`config.mk`:
```
export PLATFORM = sky130hd
export DESIGN_NAME = wb_trace_fifo_flat
export DESIGN_NICKNAME = d
export VERILOG_FILES = /design/src/rtl/wb_trace_fifo_if.sv /design/src/rtl/wb_trace_fifo.sv /design/src/flat_wrapper.sv
export SDC_FILE = /design/constraint.sdc
export NUM_CORES = 1
export LEC_CHECK = 0
export BUFFER_PORTS_ARGS = -buffer_cell sky130_fd_sc_hd__buf_2
export CORE_MARGIN = 2
export CORE_UTILIZATION = 55
export CTS_CLUSTER_DIAMETER = 50
export DETAILED_ROUTE_END_ITERATION = 7
export PLACE_DENSITY_LB_ADDON = 0.1
export SLEW_MARGIN = 0
export SYNTH_ARGS = -nofsm -noshare
export SYNTH_HDL_FRONTEND = slang
export SYNTH_SLANG_ARGS = --single-unit
```
`constraint.sdc`:
```
create_clock -name clk -period 5.9 [get_ports clk]
set_input_delay 1.18 -clock clk [delete_from_list [all_inputs] [get_ports clk]]
set_output_delay 1.18 -clock clk [all_outputs]
set_load 0.005 [all_outputs]
```
`src/rtl/wb_trace_fifo_if.sv`:
```
// Trace capture bus and valid/ready consumer handshake for wb_trace_fifo.
// master = producer/consumer side, slave = the FIFO itself.
interface wb_trace_fifo_if #(
  parameter int unsigned AW = 4
);
  logic [31:0] in_pc;
  logic        in_wen;
  logic [4:0]  in_wnum;
  logic [31:0] in_wdata;
  logic        flush;
  logic        out_valid;
  logic        out_ready;
  logic [31:0] out_pc;
  logic [4:0]  out_wnum;
  logic [31:0] out_wdata;
  logic [AW:0] count;
  logic        overflow;
  logic [15:0] drop_cnt;

  modport master (
    output in_pc, in_wen, in_wnum, in_wdata, flush, out_ready,
    input  out_valid, out_pc, out_wnum, out_wdata, count, overflow, drop_cnt
  );

  modport slave (
    input  in_pc, in_wen, in_wnum, in_wdata, flush, out_ready,
    output out_valid, out_pc, out_wnum, out_wdata, count, overflow, drop_cnt
  );
endinterface

```
`src/rtl/wb_trace_fifo.sv`:
```
// First-word-fall-through FIFO for the retired-instruction writeback trace,
// with sticky, saturating accounting of records lost while full.
module wb_trace_fifo #(
  parameter int unsigned DEPTH = 16,
  parameter int unsigned AW    = 4
) (
  input logic             clk,
  input logic             reset,
  wb_trace_fifo_if.slave  bus
);

  typedef struct packed {
    logic [31:0] pc;
    logic [4:0]  wnum;
    logic [31:0] wdata;
  } entry_t;

  localparam logic [AW:0] FULL_CNT = (AW+1)'(DEPTH);

  entry_t      mem_q [DEPTH];
  logic [AW-1:0] wr_ptr_q, wr_ptr_d;
  logic [AW-1:0] rd_ptr_q, rd_ptr_d;
  logic [AW:0]   count_q, count_d;
  logic          overflow_q, overflow_d;
  logic [15:0]   drop_cnt_q, drop_cnt_d;

  logic   capture, pop, push, drop, full, out_valid, wr_en;
  entry_t wr_entry, head;

  always_comb begin
    capture   = bus.in_wen & (bus.in_wnum != 5'd0);
    out_valid = (count_q != '0);
    full      = (count_q == FULL_CNT);
    pop       = out_valid & bus.out_ready;
    push      = capture & (~full | pop);
    drop      = capture & full & ~pop;
    wr_entry  = '{pc: bus.in_pc, wnum: bus.in_wnum, wdata: bus.in_wdata};

    wr_ptr_d   = wr_ptr_q;
    rd_ptr_d   = rd_ptr_q;
    count_d    = count_q;
    overflow_d = overflow_q;
    drop_cnt_d = drop_cnt_q;
    wr_en      = 1'b0;

    // Flush discards the same-cycle capture without counting it as a drop.
    if (bus.flush) begin
      wr_ptr_d = '0;
      rd_ptr_d = '0;
      count_d  = '0;
    end else begin
      wr_en = push;
      if (push) wr_ptr_d = wr_ptr_q + AW'(1);
      if (pop)  rd_ptr_d = rd_ptr_q + AW'(1);
      if (push && !pop)      count_d = count_q + (AW+1)'(1);
      else if (pop && !push) count_d = count_q - (AW+1)'(1);
      if (drop) begin
        overflow_d = 1'b1;
        if (drop_cnt_q != '1) drop_cnt_d = drop_cnt_q + 16'd1;
      end
    end
  end

  always_ff @(posedge clk) begin
    if (reset) begin
      wr_ptr_q   <= '0;
      rd_ptr_q   <= '0;
      count_q    <= '0;
      overflow_q <= 1'b0;
      drop_cnt_q <= '0;
      for (int unsigned i = 0; i < DEPTH; i++) mem_q[i] <= '0;
    end else begin
      wr_ptr_q   <= wr_ptr_d;
      rd_ptr_q   <= rd_ptr_d;
      count_q    <= count_d;
      overflow_q <= overflow_d;
      drop_cnt_q <= drop_cnt_d;
      if (wr_en) mem_q[wr_ptr_q] <= wr_entry;
    end
  end

  always_comb begin
    head          = mem_q[rd_ptr_q];
    bus.out_valid = out_valid;
    bus.out_pc    = out_valid ? head.pc    : '0;
    bus.out_wnum  = out_valid ? head.wnum  : '0;
    bus.out_wdata = out_valid ? head.wdata : '0;
    bus.count     = count_q;
    bus.overflow  = overflow_q;
    bus.drop_cnt  = drop_cnt_q;
  end

endmodule

```
`src/flat_wrapper.sv`:
```
// flat-port wrapper written by rule: the top's interface ports become plain ports
module wb_trace_fifo_flat 
#(
  parameter int unsigned DEPTH = 16,
  parameter int unsigned AW    = 4
)
  (clk, reset, bus_in_pc, bus_in_wen, bus_in_wnum, bus_in_wdata, bus_flush, bus_out_ready, bus_out_valid, bus_out_pc, bus_out_wnum, bus_out_wdata, bus_count, bus_overflow, bus_drop_cnt);
  wb_trace_fifo_if #(.AW(AW)) bus_i ();
  input logic clk;
  input logic reset;
  input wire logic [$bits(bus_i.in_pc)-1:0] bus_in_pc;
  input wire logic [$bits(bus_i.in_wen)-1:0] bus_in_wen;
  input wire logic [$bits(bus_i.in_wnum)-1:0] bus_in_wnum;
  input wire logic [$bits(bus_i.in_wdata)-1:0] bus_in_wdata;
  input wire logic [$bits(bus_i.flush)-1:0] bus_flush;
  input wire logic [$bits(bus_i.out_ready)-1:0] bus_out_ready;
  output wire logic [$bits(bus_i.out_valid)-1:0] bus_out_valid;
  output wire logic [$bits(bus_i.out_pc)-1:0] bus_out_pc;
  output wire logic [$bits(bus_i.out_wnum)-1:0] bus_out_wnum;
  output wire logic [$bits(bus_i.out_wdata)-1:0] bus_out_wdata;
  output wire logic [$bits(bus_i.count)-1:0] bus_count;
  output wire logic [$bits(bus_i.overflow)-1:0] bus_overflow;
  output wire logic [$bits(bus_i.drop_cnt)-1:0] bus_drop_cnt;
  assign bus_i.in_pc = bus_in_pc;
  assign bus_i.in_wen = bus_in_wen;
  assign bus_i.in_wnum = bus_in_wnum;
  assign bus_i.in_wdata = bus_in_wdata;
  assign bus_i.flush = bus_flush;
  assign bus_i.out_ready = bus_out_ready;
  assign bus_out_valid = bus_i.out_valid;
  assign bus_out_pc = bus_i.out_pc;
  assign bus_out_wnum = bus_i.out_wnum;
  assign bus_out_wdata = bus_i.out_wdata;
  assign bus_count = bus_i.count;
  assign bus_overflow = bus_i.overflow;
  assign bus_drop_cnt = bus_i.drop_cnt;
  wb_trace_fifo #(.DEPTH(DEPTH), .AW(AW)) u_core (.clk(clk), .reset(reset), .bus(bus_i));
endmodule
```
# Word level (Yosys, flattened, before mapping)
# Memories as Yosys holds them, arrays and structs flattened. A register that Yosys moved wholly into a read port is not among the register bits.
# Index checks and enable logic that the tools add are counted.
[classes] addsub=5 n_eq_ne=2 n_mux=16 bitwise=9 n_reduce_logical=11
[ops] cell="2-to-1 mux 69 bit" n=1
[ops] cell="OR reduction 69 bit" n=1
[ops] cell="2-to-1 mux 32 bit" n=2
[ops] cell="adder 16 x 1 -> 16 bit, second input constant" n=1
[ops] cell="!= test 16 bit, second input constant" n=1
[ops] cell="2-to-1 mux 5 bit" n=3
[ops] cell="2-to-1 mux 4 bit" n=3
[ops] cell="nonzero test 5 bit" n=2
[ops] cell="adder 4 x 1 -> 4 bit, second input constant" n=2
[ops] cell="2-to-1 mux 1 bit" n=7
[ops] cell="adder 5 x 1 -> 5 bit, second input constant" n=1
[ops] cell="AND 1 bit" n=5
[ops] cell="equality test 5 bit, second input constant" n=1
[ops] cell="subtractor 5 x 1 -> 5 bit, second input constant" n=1
[ops] cell="inverter 1 bit" n=3
[ops] cell="AND reduction 3 bit" n=1
[ops] cell="logical AND 1 bit" n=2
[ops] cell="zero test 1 bit" n=2
[ops] cell="AND reduction 2 bit" n=1
[ops] cell="nonzero test 2 bit" n=1
[ops] cell="OR reduction 2 bit" n=1
[ops] cell="OR 1 bit" n=1
[word_totals] reg_bits=30 ram_bits=1104 in_bits=74 out_inout_bits=92 wordCells=49 n_memories=1
[mem_list] memory="u_core.mem_q" words=16 width=69 read_ports=1 rd_ports_with_merged_regs=1 wr=16 line="wb_trace_fifo.sv:20" rtl="entry_t mem_q [DEPTH];"

# Depth between registers and ports, before layout
[logic_depth] depth_word=10 depth_mapped=12 ltp_nobuf=11

# Least setup slack after synthesis
# OpenSTA, ideal clock, no wires.
[synth_timing] path_type="input to register" start="input port reset" end="memory u_core.mem_q[8][0] in the netlist's numbering (enable)" setup_ps=431 t_arrival_ps=4085 t_required_ps=5469 slack_ps=1384 path_stages=9 path_buffers=4 cell_sequence="buf_2 -> or2_2 -> clkbuf_1 -> nor2_1 -> and2_2 -> and3_2 -> clkbuf_2 -> clkbuf_1 -> or2_1"
[synth_lines] item="start, declared" line="flat_wrapper.sv:10" rtl="input logic reset;"
[synth_lines] item="end, declared" line="wb_trace_fifo.sv:20"

# Worst setup path after layout
[layout_timing] start="register u_core.count_q[0], in the netlist u_core.bus.count[0]" end="output port bus_out_pc[16]"
[layout_via] elab_chain_cells=2
[layout_lines] item="start, declared" line="wb_trace_fifo.sv:23" rtl="logic [AW:0] count_q, count_d;"
[layout_lines] item="start signal, assigned" line="wb_trace_fifo.sv:75" rtl="count_q <= count_d;"
[layout_lines] item="nonzero test 5 bit" line="wb_trace_fifo.sv:32" rtl="out_valid = (count_q != '0);"
[layout_lines] item="2-to-1 mux 32 bit" line="wb_trace_fifo.sv:85" rtl="bus.out_pc = out_valid ? head.pc : '0;"
[layout_lines] item="end, declared" line="flat_wrapper.sv:18" rtl="output wire logic [$bits(bus_i.out_pc)-1:0] bus_out_pc;"
# Every way passes these cells.

==> results.json <==
{
  "result_of_the_run": "finished clean",
  "synthesis.yosys.warnings": 0,
  "final_common_cell": "edfxtp_1",
  "flow.area_growth_from_synthesis_pct": 11.7,
  "comb_power_share_pct": 8.4,
  "grt_max_degree": 70,
  "worstPathCellList": "nor4_1 -> nand2b_1 -> nand2b_4 -> o22ai_1 -> buf_2",
  "drc": 0,
  "count_of_flip_flops_with_a_built_in_enable_after_synthesis": 1104,
  "start_kind": "flip-flop",
  "slew_viol_final": 0,
  "crit_slowest_cell": "nand2b_4",
  "power.leakage_nw": 20.7,
  "core_area_um2": 93300,
  "cts_tree": "built",
  "total_switching_power_mw": 4.28,
  "syn_area_per_cell_um2": 16.1,
  "setup_total_negative_slack_ns": 0,
  "portion_of_the_post_synthesis_area_used_by_sequential_elements_pct": 65.4,
  "post_drt_via_cell_ratio": 6.06,
  "die_h_um": 311,
  "netlist.top_cell.by_area": "edfxtp_1",
  "ir_drop_v": 0.000266,
  "cp.required_ns": 4.72,
  "routed_wl_mm": 132,
  "ff_latch_area_um2": 33800,
  "clock.fmax_mhz": 206,
  "detailedRoute.firstIterationViolations": 3005,
  "pin_slew_with_the_least_headroom_to_its_limit_ns": 1.28,
  "critical-path-max-stage-delay_ns": 0.98,
  "part_of_the_cycle_the_worst_path_needs_pct": 82.1,
  "synth.ff_latch_count": 1138,
  "power_report.internal_total_mw": 14.6,
  "seqPwrFrac_pct": 48.9,
  "floorplan.initialDensity_pct": 55.5,
  "synth.net_count": 3294,
  "swShare_pct": 22.7,
  "min_path_type": "flip-flop to flip-flop",
  "report.final.hold_viol_count": 0,
  "library_cells_used_by_synthesis": 45,
  "maxCapViolations": 0,
  "clk_root_buffer_cell": "clkbuf_16",
  "power_per_cell_area_nw_per_um2": 327,
  "clock_buffer_count_from_cts": 134,
  "via_count": 28100,
  "post_drt_wl_per_cell_um": 28.5,
  "initial_antenna_violation_count": 6,
  "yosysTopAreaCellShare_pct": 64.1,
  "arrival_ns": 3.66,
  "grt_setup_unrepaired": "no",
  "postSynth.topFlopCell": "edfxtp_1",
  "dieArea_um2": 96600,
  "floorplan.rows": 112,
  "grt_pass1_vias": 29700,
  "worst_slew_margin_rel_pct": 14.9,
  "tritoncts_num_sinks": 1138,
  "filler_cell_count_in_the_final_layout": 6868,
  "postSynthCellCount": 3209,
  "drive_gt1_share_pct": 29.0,
  "crit_path_max_fanout": 69,
  "grtUsageTotal_pct": 27.7,
  "post_cts.repair.setup_buffers": 0,
  "path_class": "flip-flop to primary output",
  "most-common-layout-cells": "edfxtp_1, and2_1, mux4_2, and2_2, buf_2",
  "nets": 3355,
  "die-width_um": 311,
  "timing.final.crit_period_ns": 4.84,
  "finClkSkew_ns": 0.0224,
  "synth.cell_area_um2": 51800,
  "worst_setup_path_end_kind": "primary output",
  "detail_route.first_pass.iterations": 5,
  "io_pins": 166,
  "area_occupied_by_multi_input_gates_um2": 16500,
  "clk_transition_reported_paths_ns": 0.06,
  "antenna_violating_nets_post_route": 0,
  "synthTopCellsByArea": "edfxtp_1, mux4_2, and2_1",
  "worstSkewPairLatency_ns": 0.73,
  "globalRoute.totalOverflow": 0,
  "final_setup_fails": 0,
  "gp_congestion": 0.802,
  "cells_resized_by_post_cts_repair": 0,
  "synth-async-reset-ratio_pct": 0,
  "io_buffers": 165,
  "grt_first_pass_wirelength_mm": 196,
  "place.detailed.hpwl_mm": 71.9,
  "cts-hold-fix-buffers": 0,
  "whs_ns": 0.455,
  "max-clock-path-buffers": 3,
  "cts.htree.levels": 4,
  "clockPowerShare_pct": 42.7
}
==> per-stage QoR <==
step / cells / power [mW] / cell area [µm²] / setup WS (ns) / utilization [%]
after floorplan: 3209 / 10.3 / 51800 / 1.38 / -
after global placement: 4388 / 11.0 / 53500 / 1.66 / 57.3
after detailed placement: 4388 / 11.0 / 53500 / 1.65 / 57.3
after CTS: 4625 / 19.0 / 57800 / 1.06 / 61.9
after global routing: 4627 / 19.4 / 57800 / 0.785 / 61.9
final: 4627 / 18.9 / 57800 / 1.06 / 61.9
==> layout make-up <==
type	count	share of cell area (%)
timing repair buffer	228	2.72
tap	1254	2.71
multi-input combinational	1762	28.6
clock buffer	174	6.35
antenna	2	0.00866
sequential	1138	58.6
inverter	6	0.0390
clock inverter	63	1.06
==> synthesized netlist by cell type, drive strengths merged (4+ instances only) <==
library cell  number
or2               18
or3                4
xnor2             13
dfxtp             34
edfxtp          1104
o22ai             70
inv                6
mux2i            141
nand3              8
ha                10
and2            1106
a21oi             11
clkbuf           220
o21ai              5
nand2             12
nor4               7
and3              19
mux4             276
buf               83
nor3               5
nor2              29
xor2               5
==> per-layer routing <==
layer	vias to the layer above	track usage [%]	share of wire, %
met2	1103	46.0	50
met5	-	0	0
met3	192	5.98	7.5
met4	0	8.44	2.3
met1	14800	37.0	40
li1	12000	-	-
==> path summary, 6_finish.rpt <==
| check | start | to | slack, ns | cells after the start |
|---|---|---|---|---|
| max | u_core.bus.count[0] | bus_out_pc[16] | 1.06 | 5 |
| min | u_core.bus.overflow | u_core.bus.overflow | 0.46 | 2 |
| max reg2reg | u_core.bus.count[0] | u_core.mem_q[10][26] | 2.50 | 6 |
| min reg2reg | u_core.bus.overflow | u_core.bus.overflow | 0.46 | 2 |
==> power groups by stage <==
stage                     clock (mW)  combinational [mW]  sequential [mW]
after floorplan                    0               0.953             9.36
after global placement             0                1.59             9.38
after detailed placement           0                1.60             9.40
after CTS                       8.17                1.61             9.23
after global routing            8.48                1.70             9.26
final                           8.06                1.59             9.23
==> worst max-delay path: cells and delay by family, from the launching register on <==
kind                   cells  cell delay, ns
buffers and inverters      1            0.24
and+or+nand+nor            3            1.88
AOI/OAI and AO/OA          1            0.34
DFF                        1            0.38
==> kinds of logic after synthesis <==
family / after synthesis / share of synthesized area [%]
AOI/OAI and AO/OA: 92 / 1.10
muxes: 418 / 14.8
DFF: 1138 / 65.4
adders and majority gates: 11 / 0.280
buffers and inverters: 309 / 3.01
xor gates and xnor gates: 18 / 0.305
and+or+nand+nor: 1223 / 15.2
==> registers in the layout, indices dropped and copies added, names as in the netlist, named ones only <==
name and flops:
u_core.bus.overflow 1, u_core.wr_ptr_q 4, u_core.bus.drop_cnt 16, u_core.bus.count 5, u_core.mem_q 1104, u_core.rd_ptr_q 4
(Power assumes the default switching activity.)
